==> config.mk <==
export PLATFORM = sky130hd
export DESIGN_NAME = clk_period_meter
export DESIGN_NICKNAME = d
export VERILOG_FILES = /design/src/rtl/clk_period_meter.sv
export SDC_FILE = /design/constraint.sdc
export NUM_CORES = 1
export LEC_CHECK = 0
export ABC_AREA = 1
export ABC_CLOCK_PERIOD_IN_PS = 2640
export BUFFER_PORTS_ARGS = -buffer_cell sky130_fd_sc_hd__buf_2
export CAP_MARGIN = 0
export CORE_AREA = 2 2 128 130
export DETAILED_ROUTE_END_ITERATION = 7
export DIE_AREA = 0 0 130 132
export GPL_TIMING_DRIVEN = 0
export MAX_ROUTING_LAYER = met4
export PLACE_DENSITY = 0.57
export RECOVER_POWER = 100
export SETUP_SLACK_MARGIN = 0.1
export SYNTH_ARGS = -nofsm -noshare
export SYNTH_HDL_FRONTEND = slang
export SYNTH_SLANG_ARGS = --single-unit
==> constraint.sdc <==
create_clock -name clk -period 2.64 [get_ports clk]
set_input_delay 0.264 -clock clk [delete_from_list [all_inputs] [get_ports clk]]
set_output_delay 0.264 -clock clk [all_outputs]
set_load 0.02 [all_outputs]
==> src/rtl/clk_period_meter.sv <==
// Measures the period of a slow, asynchronous clock in cycles of clk.
// meas_clk is only sampled through a synchronizer; it never clocks logic.
module clk_period_meter #(
   parameter int CNT_W   = 32,
   parameter int TIMEOUT = 2**26
) (
   input  logic             clk,
   input  logic             rst,
   input  logic             meas_clk,
   input  logic             start,
   output logic             busy,
   output logic             done,
   output logic [CNT_W-1:0] period,
   output logic             timeout_err
);

   localparam int TW = $clog2(TIMEOUT);

   typedef enum logic [1:0] {
      IDLE,
      ARM,
      MEASURE
   } state_t;

   state_t           state;
   logic             s1, s2, s3;
   logic [CNT_W-1:0] cnt;
   logic [TW-1:0]    tcnt;
   logic             rise;
   logic             tmo;

   assign rise = s2 & ~s3;
   assign tmo  = (tcnt == TW'(TIMEOUT - 1));
   assign busy = (state != IDLE);

   always_ff @(posedge clk or posedge rst) begin
      if (rst) begin
         state       <= IDLE;
         s1          <= 1'b0;
         s2          <= 1'b0;
         s3          <= 1'b0;
         cnt         <= '0;
         tcnt        <= '0;
         done        <= 1'b0;
         period      <= '0;
         timeout_err <= 1'b0;
      end else begin
         s1   <= meas_clk;
         s2   <= s1;
         s3   <= s2;
         done <= 1'b0;
         unique case (state)
            IDLE: begin
               if (start) begin
                  state       <= ARM;
                  timeout_err <= 1'b0;
                  tcnt        <= '0;
               end
            end
            ARM: begin
               tcnt <= tcnt + 1'b1;
               // a first edge here does not complete a run, so timeout wins
               if (tmo) begin
                  state       <= IDLE;
                  done        <= 1'b1;
                  timeout_err <= 1'b1;
               end else if (rise) begin
                  state <= MEASURE;
                  cnt   <= CNT_W'(1);
               end
            end
            MEASURE: begin
               tcnt <= tcnt + 1'b1;
               if (rise) begin
                  period <= cnt;
                  done   <= 1'b1;
                  state  <= IDLE;
               end else if (tmo) begin
                  state       <= IDLE;
                  done        <= 1'b1;
                  timeout_err <= 1'b1;
               end else if (cnt != '1) begin
                  cnt <= cnt + 1'b1;
               end
            end
            default: state <= IDLE;
         endcase
      end
   end

endmodule

==> metrics.md <==
| Metric | Value |
|---|---|
| Status | completed |
| CTS tree | yes |
| Die W | 130 microns |
| Final setup fails | 0 |
| Number of synthesized flops with an enable pin | 0 |
| Core box area | 15700 sq um |
| Global route total overflow | 0 |
| Slew HR | 4.32% |
| Cell-by-cell trace of the critical path | inv_1 > ha_1 > clkbuf_1 > nor2_1 > clkinv_1 > clkbuf_1 > nand2_1 > nor2_1 |
| Worst-path fanout max | 10 |
| Minimum clock period | 2.22 ns |
| Clk buf depth | 2 |
| Drt first pass iters | 5 |
| Highest-count cells in the layout ignoring fill and taps | 304 x nand2_1, 133 x nor2_1, 97 x dfrtp_1 |
| DRC violations left | 0 |
| PwrDens | 666 nW/um^2 |
| Setup crit end kind | register |
| ANT nets after route | 0 |
| Largest net degree at the start of global routing | 37 |
| Post-DP Area | 5960 sq um |
| Syn_nets | 794 |
| CP arrival | 2.46 ns |
| Worst path max stage delay | 0.40 ns |
| CP max-delay cell | dfrtp_1 |
| Die area | 17200 sq um |
| Wire length per cell | 12.8 microns |
| First-pass GRT wire length | 23200 microns |
| Most common cell after layout, fill and taps aside | nand2_1 |
| RR Startpoint | state[0] |
| Worst slew pin tran | 1.43 ns |
| Sequential share of the synthesized area | 44.5% |
| Initial antenna violation count | 0 |
| Root Buffer Master | clkbuf_16 |
| Critical path startpoint category | register |
| Final period util | 84.1% |
| Vias per inst | 4.55 |
| Top Ports | 39 |
| VDD IR-drop max | 0.504 mV |
| Synth unique cells | 27 |
| GRT Resource Usage Total | 17.4% |
| Flops & latches, synth | 97 |
| Post-DP HPWL | 10200 microns |
| Routability cong. | 0.943 |
| Row count | 46 |
| Max Clock Skew | 0.0111 ns |
| Mapped cell area | 5460 sq um |
| WP buf/inv | 4 |
| Fraction of registers with async set/reset | 100% |
| CP required | 2.88 ns |
| Clock sinks | 97 |
| Final non-filler cell area | 6180 sq um |
| Port Buffers | 38 |
| Syn_area_per_cell | 6.96 sq um |
| Synth Instances | 784 |
| # H-tree levels | 3 |
| Reg clk slew, reported paths | 0.08 ns |
| Unrepaired setup endpoints after global routing | false |
| Fraction of layout cells with a size suffix above 1 | 5.83% |
| Top cell type by total area after synthesis | dfrtp_1 |
| Hold Path Class | input pin to async pin |
| Main synth FF type | dfrtp_1 |
| Max-cap viol count | 0 |
| Ys Warns | 0 |
| Peak Freq | 450 MHz |
| Synth area leaders | dfrtp_1 44%, nand2_1 21%, nor2_1 9.0% |
| Setup repair bufs after CTS | 0 |
| Top cell type's share of synthesized area | 44.5% |
| Max Slew Vio Count | 0 |
| Crit Path Category | register to register |
| Starting Density | 34.7% |
| Leakage | 2.77 nW |
| Synthesis-to-finish area growth | 13.3% |
| Diode count | 0 |
| Nets | 846 |
| Setup TNS | 0 ns |
| Critical Path Source | state[0] |
| Die Ht | 132 microns |
| Number of global-route vias before repair | 4735 |
| Drt total wl | 13500 microns |
| Worst skew pair latency | 0.36 ns |
| CP top delay family | buffers and inverters |
| Cells resized by post-CTS repair | 0 |
| Final Hold Violating Endpoints | 0 |
| Vias post-DR | 4808 |
| CTS Buf Count | 9 |
| 1st-iter DRT viols | 227 |
[area by class of cell]
| cell class | instances | area [sq um] |
|---|---|---|
| multi-input combinational | 591 | 2610 |
| inverter | 77 | 290 |
| clock inverter | 5 | 61.3 |
| buffer | 19 | 120 |
| clock buffer | 11 | 243 |
| fill | 1701 | 9530 |
| tap | 216 | 270 |
| sequential | 97 | 2430 |
| timing repair buffer | 41 | 166 |
[worst register-to-register path: cells and delay by family (launching register included)]
family                     cells  cell delay (ns)
adders and majority gates      1             0.28
buffers and inverters          4             0.98
DFF                            1             0.40
and+or+nand+nor                3             0.45
[cell usage after synthesis, types with 4 or more instances]
master	instances
a21oi_1	14
nand2_1	303
nor3_1	16
nand2_2	5
nand4_1	4
xor2_1	6
mux2_2	8
clkbuf_1	10
nor2_1	131
ha_1	6
dfrtp_1	97
nor2_4	6
nand3_1	36
o21ai_0	44
buf_6	5
inv_1	76
[state kept, by name, indices dropped and copies added, names as in the netlist]
| name | cells |
|---|---|
| period | 32 |
| s1 | 1 |
| s2 | 1 |
| state | 2 |
| tcnt | 26 |
| s3 | 1 |
| done | 1 |
| cnt | 32 |
| timeout_err | 1 |
[stage by stage]
step           power, mW  util (%)  hold slack [ns]  std cells  setup WS, ns
6_report            4.12      39.4            0.222       1057         0.419
5_1_grt             4.37      39.4            0.333       1057         0.178
4_1_cts             4.21      39.9           0.0572       1057         0.482
3_5_place_dp        2.81      37.9            0.339       1040         0.500
3_3_place_gp        2.80      37.7            0.334       1038         0.474
2_1_floorplan       2.47         -            0.295        784         0.979
[power by group]
part / switching, mW / leakage (nW) / internal, mW
registers: 0.0598 / 1.34 / 1.55
clock network: 0.614 / 0.151 / 0.771
logic: 0.789 / 1.28 / 0.336
total: 1.46 / 2.77 / 2.66
[per-layer routing]
layer  global-route usage [%]  share of wire (%)  vias up
met1                     21.4                 47     2203
met4                     5.32                1.6        0
li1                         -                  -     2531
met5                        -                  0        -
met3                     3.04                2.7       14
met2                     29.1                 49       60
[logic make-up after synthesis]
| family | Yosys count | synth area share (%) |
|---|---|---|
| xor+xnor | 6 | 0.963 |
| buf+inv | 96 | 7.57 |
| compound gates | 61 | 5.73 |
| mux | 8 | 1.65 |
| fa+ha+maj | 6 | 1.38 |
| flops | 97 | 44.5 |
| simple gates | 510 | 38.2 |
[worst paths after layout]
check	endpoint	slack, ns	depth (start not counted)
max in group asynchronous	cnt[18]	0.95	3
worst min-delay path	cnt[30]	0.22	2
min in group clk	s2	0.35	0
worst min register to register	s2	0.35	0
worst max register to register	tcnt[19]	0.42	8
worst max-delay path	tcnt[19]	0.42	8
[timing repair]
action	4_1_cts	5_1_grt
hold buffers	1	0
endpoints found under the hold margin	1	0
setup endpoints to repair	0	0
Power figures use the tool's default switching activity.
